===== src/rtl/uart_tx_fifo.sv =====
// Buffered 8N1 UART transmitter: byte FIFO drained back-to-back onto tx_serial.
// Latency: start bit on the line 2 cycles after an accepted write into an idle, empty block.
// Backpressure: full while FIFO_DEPTH bytes are queued; writes while full are dropped and set sticky overflow.
//
// Ports:
//   ICE_CLK, RST        clock, synchronous active-high reset
//   wr_en, wr_byte      write strobe and data (sampled only when accepted)
//   full, level         FIFO status (level is 0..FIFO_DEPTH)
//   overflow            sticky dropped-write flag, cleared only by RST
//   tx_serial           UART line, idle high
//   tx_busy, tx_done    frame on the line / one-cycle end-of-frame pulse

// Generic single-clock FIFO, registered pointers and occupancy.
// Latency: a pushed entry is visible at head_dat the cycle after the push.
// Backpressure: none internally; the caller must not push when full or pop when empty.
module uart_tx_byte_fifo #(
  parameter int WIDTH = 8,
  parameter int DEPTH = 16,
  parameter int AW    = $clog2(DEPTH)
) (
  input  logic             clk,
  input  logic             rst,
  input  logic             push,
  input  logic [WIDTH-1:0] push_dat,
  input  logic             pop,
  output logic [WIDTH-1:0] head_dat,
  output logic [AW:0]      level,
  output logic             full
);

  logic [WIDTH-1:0] mem [DEPTH];
  logic [AW-1:0]    wr_ptr;
  logic [AW-1:0]    rd_ptr;

  // Storage is not reset: the pointers alone define what is valid.
  always_ff @(posedge clk) begin
    if (push) mem[wr_ptr] <= push_dat;
  end

  always_ff @(posedge clk) begin
    if (rst) begin
      wr_ptr <= '0;
      rd_ptr <= '0;
      level  <= '0;
    end else begin
      if (push) wr_ptr <= wr_ptr + AW'(1);
      if (pop)  rd_ptr <= rd_ptr + AW'(1);
      case ({push, pop})
        2'b10:   level <= level + (AW+1)'(1);
        2'b01:   level <= level - (AW+1)'(1);
        default: ;
      endcase
    end
  end

  assign head_dat = mem[rd_ptr];
  assign full     = (level == (AW+1)'(DEPTH));

endmodule

module uart_tx_fifo #(
  parameter int CLK_FREQ   = 12000000,
  parameter int UART_BAUD  = 9600,
  parameter int FIFO_DEPTH = 16,
  localparam int AW        = $clog2(FIFO_DEPTH)
) (
  input  logic          ICE_CLK,
  input  logic          RST,
  input  logic          wr_en,
  input  logic [7:0]    wr_byte,
  output logic          full,
  output logic [AW:0]   level,
  output logic          overflow,
  output logic          tx_serial,
  output logic          tx_busy,
  output logic          tx_done
);

  localparam int CLKS_PER_BIT = CLK_FREQ / UART_BAUD;
  localparam int CW           = $clog2(CLKS_PER_BIT);
  localparam logic [CW-1:0] LAST_CNT = CW'(CLKS_PER_BIT - 1);

  typedef enum logic [1:0] {IDLE, START, DATA, STOP} state_t;

  state_t        state;
  logic [CW-1:0] baud_cnt;
  logic [2:0]    bit_idx;
  logic [7:0]    shift;
  logic          launch;     // head already popped in IDLE, START follows next edge
  logic [7:0]    head_byte;
  logic          wr_accept;
  logic          fifo_empty;
  logic          bit_end;
  logic          stop_end;
  logic          bypass;     // write on the final stop cycle into an empty FIFO goes straight to the shifter
  logic          fifo_push;
  logic          fifo_pop;

  assign wr_accept  = wr_en && !full;
  assign fifo_empty = (level == '0);
  assign bit_end    = (baud_cnt == LAST_CNT);
  assign stop_end   = (state == STOP) && bit_end;
  assign bypass     = stop_end && fifo_empty && wr_accept;
  assign fifo_push  = wr_accept && !bypass;
  assign fifo_pop   = ((state == IDLE) && !launch && !fifo_empty) || (stop_end && !fifo_empty);

  uart_tx_byte_fifo #(
    .WIDTH (8),
    .DEPTH (FIFO_DEPTH),
    .AW    (AW)
  ) u_fifo (
    .clk      (ICE_CLK),
    .rst      (RST),
    .push     (fifo_push),
    .push_dat (wr_byte),
    .pop      (fifo_pop),
    .head_dat (head_byte),
    .level    (level),
    .full     (full)
  );

  always_ff @(posedge ICE_CLK) begin
    if (RST) begin
      state     <= IDLE;
      baud_cnt  <= '0;
      bit_idx   <= '0;
      shift     <= '0;
      launch    <= 1'b0;
      tx_serial <= 1'b1;
      tx_busy   <= 1'b0;
      tx_done   <= 1'b0;
      overflow  <= 1'b0;
    end else begin
      tx_done <= 1'b0;
      // full is the pre-pop value, so a same-cycle pop does not rescue the write
      if (wr_en && full) overflow <= 1'b1;

      case (state)
        IDLE: begin
          baud_cnt <= '0;
          if (launch) begin
            launch    <= 1'b0;
            state     <= START;
            tx_serial <= 1'b0;
            tx_busy   <= 1'b1;
          end else if (!fifo_empty) begin
            shift  <= head_byte;
            launch <= 1'b1;
          end
        end

        START: begin
          if (bit_end) begin
            baud_cnt  <= '0;
            bit_idx   <= '0;
            tx_serial <= shift[0];
            state     <= DATA;
          end else begin
            baud_cnt <= baud_cnt + CW'(1);
          end
        end

        DATA: begin
          if (bit_end) begin
            baud_cnt <= '0;
            if (bit_idx == 3'd7) begin
              tx_serial <= 1'b1;
              state     <= STOP;
            end else begin
              bit_idx   <= bit_idx + 3'd1;
              tx_serial <= shift[bit_idx + 3'd1];
            end
          end else begin
            baud_cnt <= baud_cnt + CW'(1);
          end
        end

        STOP: begin
          if (bit_end) begin
            baud_cnt <= '0;
            tx_done  <= 1'b1;
            if (!fifo_empty) begin
              shift     <= head_byte;
              tx_serial <= 1'b0;
              state     <= START;
            end else if (bypass) begin
              shift     <= wr_byte;
              tx_serial <= 1'b0;
              state     <= START;
            end else begin
              tx_busy <= 1'b0;
              state   <= IDLE;
            end
          end else begin
            baud_cnt <= baud_cnt + CW'(1);
          end
        end

        default: state <= IDLE;
      endcase
    end
  end

endmodule


===== config.mk =====
export PLATFORM = sky130hd
export DESIGN_NAME = uart_tx_fifo
export DESIGN_NICKNAME = d
export VERILOG_FILES = /design/src/rtl/uart_tx_fifo.sv
export SDC_FILE = /design/constraint.sdc
export NUM_CORES = 1
export LEC_CHECK = 0
export CORE_MARGIN = 5
export CORE_UTILIZATION = 50
export DETAILED_ROUTE_END_ITERATION = 10
export PLACE_DENSITY = 0.68
export SLEW_MARGIN = 20
export SYNTH_ARGS = -nofsm -noshare
export SYNTH_HDL_FRONTEND = slang
export SYNTH_SLANG_ARGS = --single-unit

===== constraint.sdc =====
create_clock -name ICE_CLK -period 3.3 [get_ports ICE_CLK]
set_input_delay 0.66 -clock ICE_CLK [delete_from_list [all_inputs] [get_ports ICE_CLK]]
set_output_delay 0.66 -clock ICE_CLK [all_outputs]
set_load 0.02 [all_outputs]

==> metrics.md, run 1 <==
| Metric | Value |
|---|---|
| Outcome | completed |
| Area Overhead vs Synth | 17.2% |
| Final core utilization | 0.594 |
| Synth area leader | edfxtp_1 |
| Fraction of layout cells with a size suffix above 1 | 0.236 |
| Fin nets | 559 |
| Longest Clk Path Bufs | 2 |
| Synth top area cells | edfxtp_1 52%, dfxtp_1 13%, mux4_2 10% |
| Die Height | 131 um |
| Leak Pwr | 2.84 nW |
| Skew final | 0.00636 ns |
| Setup Crit Path Kind | flop to flop |
| Worst Max-Slew Pin Slew | 0.919 ns |
| Final HPWL DP | 9580 um |
| Psw | 1.97 mW |
| Req. time, crit path | 3.60 ns |
| Top-level I/O count | 21 |
| Clock Pin Slew Worst Setup and Hold Paths | 0.07 ns |
| Mapped Area | between 7000 and 8000 sq um |
| Final Hold Viols | 0 |
| Clock network power share | 0.322 |
| Maximum fanout along the worst path | 5 |
| Detailed Route Iter0 Violations | 267 |
| Avg Inst Size Synth | 15.3 sq um |
| Worst reg2reg path depth | 13 |
| Sequential fraction of the synthesis area | 0.650 |
| Dpl cells | 695 |
| Reg-to-Reg Start | state[0] |
| Starting Density | 0.506 |
| Minimum clock period | 3.09 ns |
| Ys async rst share | 0 |
| Seq cells post-synth | 174 |
| CP Data Arrival Time | between 3 and 4 ns |
| Crit share post-route | 0.937 |
| F_max | 0.324 GHz |
| Post-synth top area share | 0.524 |
| Root Buffer | clkbuf_16 |
| Initial antenna violation count | 0 |
| Pint | 4.58 mW |
| Worst Setup EP | u_fifo.level[4] |
| TritonRoute pass-1 iters | 5 |
| Clock sink total | 174 |
| RePlAce Congestion | 0.809 |
| Vias per cell | 5.78 |
| Cell Pwr Density | 761 nW/um^2 |
| Num CTS Buffers | 17 |
| Via count | 4204 |
| R2R Setup Slk | 0.21 ns |
| First-pass GRT wire length | 23500 um |
| Worst Setup SP | state[0] |
| DRC Markers | 0 |
| Mapped Nets | 509 |
| VDD IR max | 0.418 mV |
| Vias in the first global route | 4355 |
| Non-Filler Instances | about 730 |
| CP Launch Type | flop |
| RSZ-0062 raised after global routing | no |
| Yosys warning count | 0 |
| Final WL | between 10000 and 15000 um |
| Die W | 131 um |
| Total grt overflow | 0 |
| Netlist cell types | 55 |
| # rows | 44 |
| Port Buffers | 20 |
| Core Region | 14500 sq um |
| Final antenna-violating net count | 0 |
| Diode count | 0 |
| Max cap viols | 0 |
| Comb pwr share | 0.277 |
| Largest net degree at the start of global routing | 34 |
| EDFF count, synth | 128 |
| CTS tree | yes |
| Final setup violation count | 0 |
| Clk Latency, worst-skew pair | 0.42 ns |
| Mapped Cells | 480 |
| Setup Fix Bufs, Post-CTS | 0 |
| Top_reg_cell synth | edfxtp_1 |
| Full die area | 17200 sq um |
| Slew Limit Fails | 0 |
| H-tree levels | 4 |
| Flop pwr share | 0.401 |
| Crit path capture type | flop |
| WL per Instance | roughly 20 um |
| Relative slew slack | 0.386 |
| Hold/Removal Path Class | flop to flop |
| Switching Fraction | 0.300 |
| GRT Resource Usage Total | 0.186 |
| FF-to-FF End | u_fifo.level[4] |
[critical path: stages, from the launching register on]
cell      delay [ns]
dfxtp_1         0.40
inv_1           0.12
ha_1            0.27
nor2b_1         0.18
a41oi_2         0.21
nor2_1          0.09
ha_1            0.21
xor2_1          0.15
ha_1            0.22
a211o_2         0.33
a31o_2          0.25
a221oi_1        0.33
xnor2_1         0.16
nor2_1          0.05
[power by group through the flow]
stage | Sequential [mW] | Combinational, mW | Clock, mW
5_1_grt | 2.64 | 2.00 | 2.25
3_5_place_dp | 2.67 | 1.80 | 0
4_1_cts | 2.62 | 1.82 | 2.15
6_report | 2.62 | 1.81 | 2.11
2_1_floorplan | 2.66 | 1.30 | 0
3_3_place_gp | 2.66 | 1.76 | 0
[sequential cells by signal, indices dropped and copies added (netlist names), 2 cells and up, named ones only]
signal / flops
u_fifo.level: 5
baud_cnt: 11
shift: 8
u_fifo.mem: 128
state: 2
u_fifo.wr_ptr: 4
bit_idx: 3
u_fifo.rd_ptr: 4
[final cells by class]
cell class	count	area, sq um
clock buffers	18	429
repair buffers	57	490
clock inverters	14	198
multi-input cells	269	2440
fillers	1069	5880
well taps	184	230
inverters	11	41.3
flip-flops and latches	174	4770
[placed cells by master, fill, tap and decap left out, drive strengths merged, types with 3 or more instances in the layout]
master,n
a211oi,9
clkinvlp,3
mux4,34
dfxtp,46
a221oi,8
and3,3
buf,37
inv,18
mux2i,13
nand4,3
nand3,8
a21oi,20
nor3,18
edfxtp,128
ha,18
clkdlybuf4s50,20
mux2,7
clkbuf,18
nor2,46
nor2b,3
nand2b,4
bufinv,3
and2,3
o21ai,7
xnor2,11
nand2,13
or3,3
xor2,8
[routing by layer]
layer | track usage | wire [um] | part of all wire
met1 | 0.242 | 6530 | 0.44
met2 | 0.313 | 7490 | 0.51
met3 | 0.0523 | 689 | 0.047
met4 | 0.0454 | 113 | 0.0076
met5 | 0 | 0 | 0
[cell families after synthesis]
family / synth area share
XOR/XNOR: 0.0227
flip-flops: 0.650
buffers and inverters: 0.0217
adder cells (fa/ha/maj): 0.0307
AND/OR/NAND/NOR: 0.0790
AO/OA/AOI/OAI: 0.0630
multiplexers: 0.133
[timing repair]
item,in CTS,in global routing
resized for setup,0,3
endpoints found under the setup margin,0,1
hold buffers,0,0
[cell usage after synthesis, types with 4 or more instances]
cell type  instances
a211oi_2           7
a21oi_1           20
a221oi_1           8
buf_2              4
clkbuf_1          18
dfxtp_1           46
edfxtp_1         128
ha_1              18
inv_1             11
mux2_2             7
mux2i_1           13
mux4_2            34
nand2_1           13
nand2b_1           4
nand3_1            8
nor2_1            46
nor3_1            17
o21ai_0            6
xnor2_1           11
xor2_1             8
[stage by stage]
stage               hold slack [ns]  total power [mW]  worst slack, ns  TNS [ns]  area, sq um
CTS                           0.461              6.59            0.155         0         8580
global route                  0.488              6.89           0.0160         0         8590
finish                        0.458              6.54            0.209         0         8590
floorplan                     0.436              3.97           0.0287         0         7350
global placement              0.448              4.42           0.0438         0         7950
detailed placement            0.452              4.47         -0.00175  -0.00175         7950
[worst min-delay path by stage]
stage          startpoint          to  slack (ns)  cells past startpoint
5_1_grt        bit_idx[2]  bit_idx[2]        0.49                      2
3_3_place_gp   bit_idx[2]  bit_idx[2]        0.45                      2
3_5_place_dp   bit_idx[2]  bit_idx[2]        0.45                      2
2_1_floorplan  bit_idx[1]  bit_idx[1]        0.44                      2
4_1_cts        bit_idx[2]  bit_idx[2]        0.46                      2
6_report       bit_idx[2]  bit_idx[2]        0.46                      2
Note: power is estimated with default switching activity, not from simulation.
==> run 2: changes to the inputs <==
Settings changed: GPL_TIMING_DRIVEN set to 0.
==> run 2 against run 1 <==
Cell count is 1.4% lower. Clock-buffer cell count is 1 lower. Total power is 1.1% lower. Final area shrank 1.1%. Combinational power is 2% higher. Highest routed layer unchanged. Critical path depth shrank 1. Sequential power about the same.
==> metrics.md, run 2 (synthesis results as in run 1) <==
| Metric | Value |
|---|---|
| Starting Density | 0.506 (unchanged) |
| Largest regs | u_fifo.mem: 128 flops, baud_cnt: 11 flops, shift: 8 flops |
| Req. time, crit path | 3.60 ns (about the same) |
| CP Launch Type | flop |
| Fillers | 1105 (+3.4%) |
| Crit share post-route | 0.964 (+0.0271) |
| GRT Resource Usage Total | 0.187 (+0.00108) |
| Clk Latency, worst-skew pair | 0.44 ns (+0.02 ns) |
| TritonRoute pass-1 iters | 5 (unchanged) |
| Met2 Usage GRT | 0.300 (-0.0125) |
| Flop pwr share | 0.405 (+0.004) |
| Routing usage on met3 | 0.0515 (-0.000810) |
| Setup Crit Path Kind | flop to flop |
| Clock Pin Slew Worst Setup and Hold Paths | 0.07 ns (about the same) |
| FF-to-FF End | u_fifo.level[4] |
| Minimum clock period | 3.18 ns (+0.0893 ns) |
| Largest net degree at the start of global routing | 19 (-44%) |
| Hold_sp | bit_idx[1] |
| Max reg flops | 128 (unchanged) |
| Via count | 4157 (-1.1%) |
| Num CTS Buffers | 17 (unchanged) |
| DRC Markers | 0 (unchanged) |
| Final setup violation count | 0 (unchanged) |
| Port Buffers | 19 (-5.0%) |
| CP Data Arrival Time | 3.48 ns (+0.09 ns) |
| Fin nets | 549 (-1.8%) |
| WL per Instance | 20.4 um (+0.16%) |
| H-tree levels | 4 (unchanged) |
| Fraction of layout cells with a size suffix above 1 | 0.218 (-0.0181) |
| CTS tree | yes |
| F_max | 0.314 GHz (-2.8%) |
| Worst reg2reg path depth | 12 (-1) |
| Core Region | 14500 sq um (unchanged) |
| Comb pwr share | 0.286 (+0.009) |
| Total grt overflow | 0 (unchanged) |
| Clock sink total | 174 (unchanged) |
| Final WL | 14600 um (-1.2%) |
| Cell Pwr Density | 762 nW/um^2 (about the same) |
| Vias in the first global route | 4317 (-0.87%) |
| R2R Setup Slk | 0.12 ns (-0.09 ns) |
| Reg-to-Reg Start | u_fifo.level[2] |
| Die W | 131 um (unchanged) |
| Die Height | 131 um (unchanged) |
| Final Hold Viols | 0 (unchanged) |
| Sequential cell area | 4770 sq um (about the same) |
| Hold path endpoint | bit_idx[1] |
| Psw | 2.04 mW (+3.9%) |
| Outcome | completed |
| First-pass GRT wire length | 23500 um (+0.38%) |
| Worst Setup SP | u_fifo.level[2] |
| Area Overhead vs Synth | 15.9% |
| # rows | 44 (unchanged) |
| Most frequent cells in the layout | 128 x edfxtp_1, 44 x nor2_1, 43 x dfxtp_1, 34 x mux4_2 |
| Skew final | 0.0179 ns (+0.0115 ns) |
| Initial antenna violation count | 0 (unchanged) |
| Hold/Removal Path Class | flop to flop |
| Vias per cell | 5.80 (+0.26%) |
| Top-level I/O count | 21 (unchanged) |
| Full die area | 17200 sq um (unchanged) |
| Commonest non-fill, non-tap cell in the layout | edfxtp_1 |
| Busiest grt layer | met2 |
| Max cap viols | 0 (unchanged) |
| Switching Fraction | 0.316 (+0.0151) |
| RePlAce Congestion | 0.802 (-0.98%) |
| Hold_ws | 0.475 ns (+0.0162 ns) |
| Area of the multi-input gates | 2530 sq um (+3.9%) |
| Worst Max-Slew Pin Slew | 0.847 ns (-0.0725 ns) |
| Final antenna-violating net count | 0 (unchanged) |
| Biggest register | u_fifo.mem |
| Maximum fanout along the worst path | 10 (+5) |
| Detailed Route Iter0 Violations | 371 (+39%) |
| Final HPWL DP | 9690 um (+1.2%) |
| Met1 Use GR | 0.253 (+0.0113) |
| Crit path capture type | flop |
| Pint | 4.43 mW (-3.2%) |
| Diode count | 0 (unchanged) |
| Relative slew slack | 0.434 (+0.0471) |
| Root Buffer | clkbuf_16 |
| VDD IR max | 0.751 mV (+79%) |
| Leak Pwr | 2.73 nW (-3.7%) |
| Slew Limit Fails | 0 (unchanged) |
| Clock network power share | 0.309 (-0.013) |
| Longest Clk Path Bufs | 2 (unchanged) |
| Setup tns final | 0 ns (unchanged) |
| WHS Path Cells | 2 (unchanged) |
## run 2: final cells by class
class                           count  area share
Clock buffer                       17      0.0501
Clock inverter                     15      0.0197
Timing Repair Buffer               23      0.0259
Buffer                             24      0.0130
Multi-Input combinational cell    269       0.298
Tap cell                          184      0.0271
Inverter                           11     0.00486
Sequential cell                   174       0.561
## run 2: critical path: stages, from the launching register on
cell and delay, ns:
dfxtp_2 0.36, or4_4 0.61, nor3_4 0.22, a21oi_4 0.12, inv_1 0.13, ha_4 0.20, xor2_1 0.08, ha_1 0.22
a211o_2 0.30, a31o_2 0.25, a221oi_2 0.34, xnor2_1 0.16, nor2_1 0.05
## run 2: power groups by stage
stage               logic (mW)  clock network (mW)  registers, mW
floorplan                 1.30                   0           2.66
global placement          1.73                   0           2.65
detailed placement        1.76                   0           2.66
CTS                       1.81                2.04           2.61
global route              2.02                2.15           2.64
finish                    1.85                2.00           2.62
## run 2: layer usage
metal	share of wire	up-vias
met5	0	-
met4	0.017	0
met3	0.051	22
met2	0.48	113
met1	0.45	2077
li1	-	1945
## run 2: through the flow
step	area (sq um)	setup slack (ns)	util	power, mW	cells
detailed placement	7790	-0.572	0.538	4.42	683
CTS	8430	0.0323	0.582	6.46	715
global placement	7770	-0.485	0.536	4.38	683
floorplan	7350	0.0287	-	3.97	480
global route	8500	-0.0153	0.587	6.81	717
finish	8500	0.120	0.587	6.47	717
## run 2: worst max path at each step
stage                      endpoint  slack [ns]
floorplan           u_fifo.level[4]        0.03
global placement    u_fifo.level[4]       -0.48
detailed placement  u_fifo.level[4]       -0.57
CTS                 u_fifo.level[4]        0.03
global route        u_fifo.level[4]       -0.02
finish              u_fifo.level[4]        0.12
## run 2: timing repair
| action | in CTS | in global routing |
|---|---|---|
| setup buffers | 1 | 3 |
| pin swaps | 1 | 1 |
| setup endpoints to repair | 2 | 1 |
| hold buffers | 0 | 0 |
| gates cloned | 0 | 0 |
| gates resized for setup | 11 | 10 |
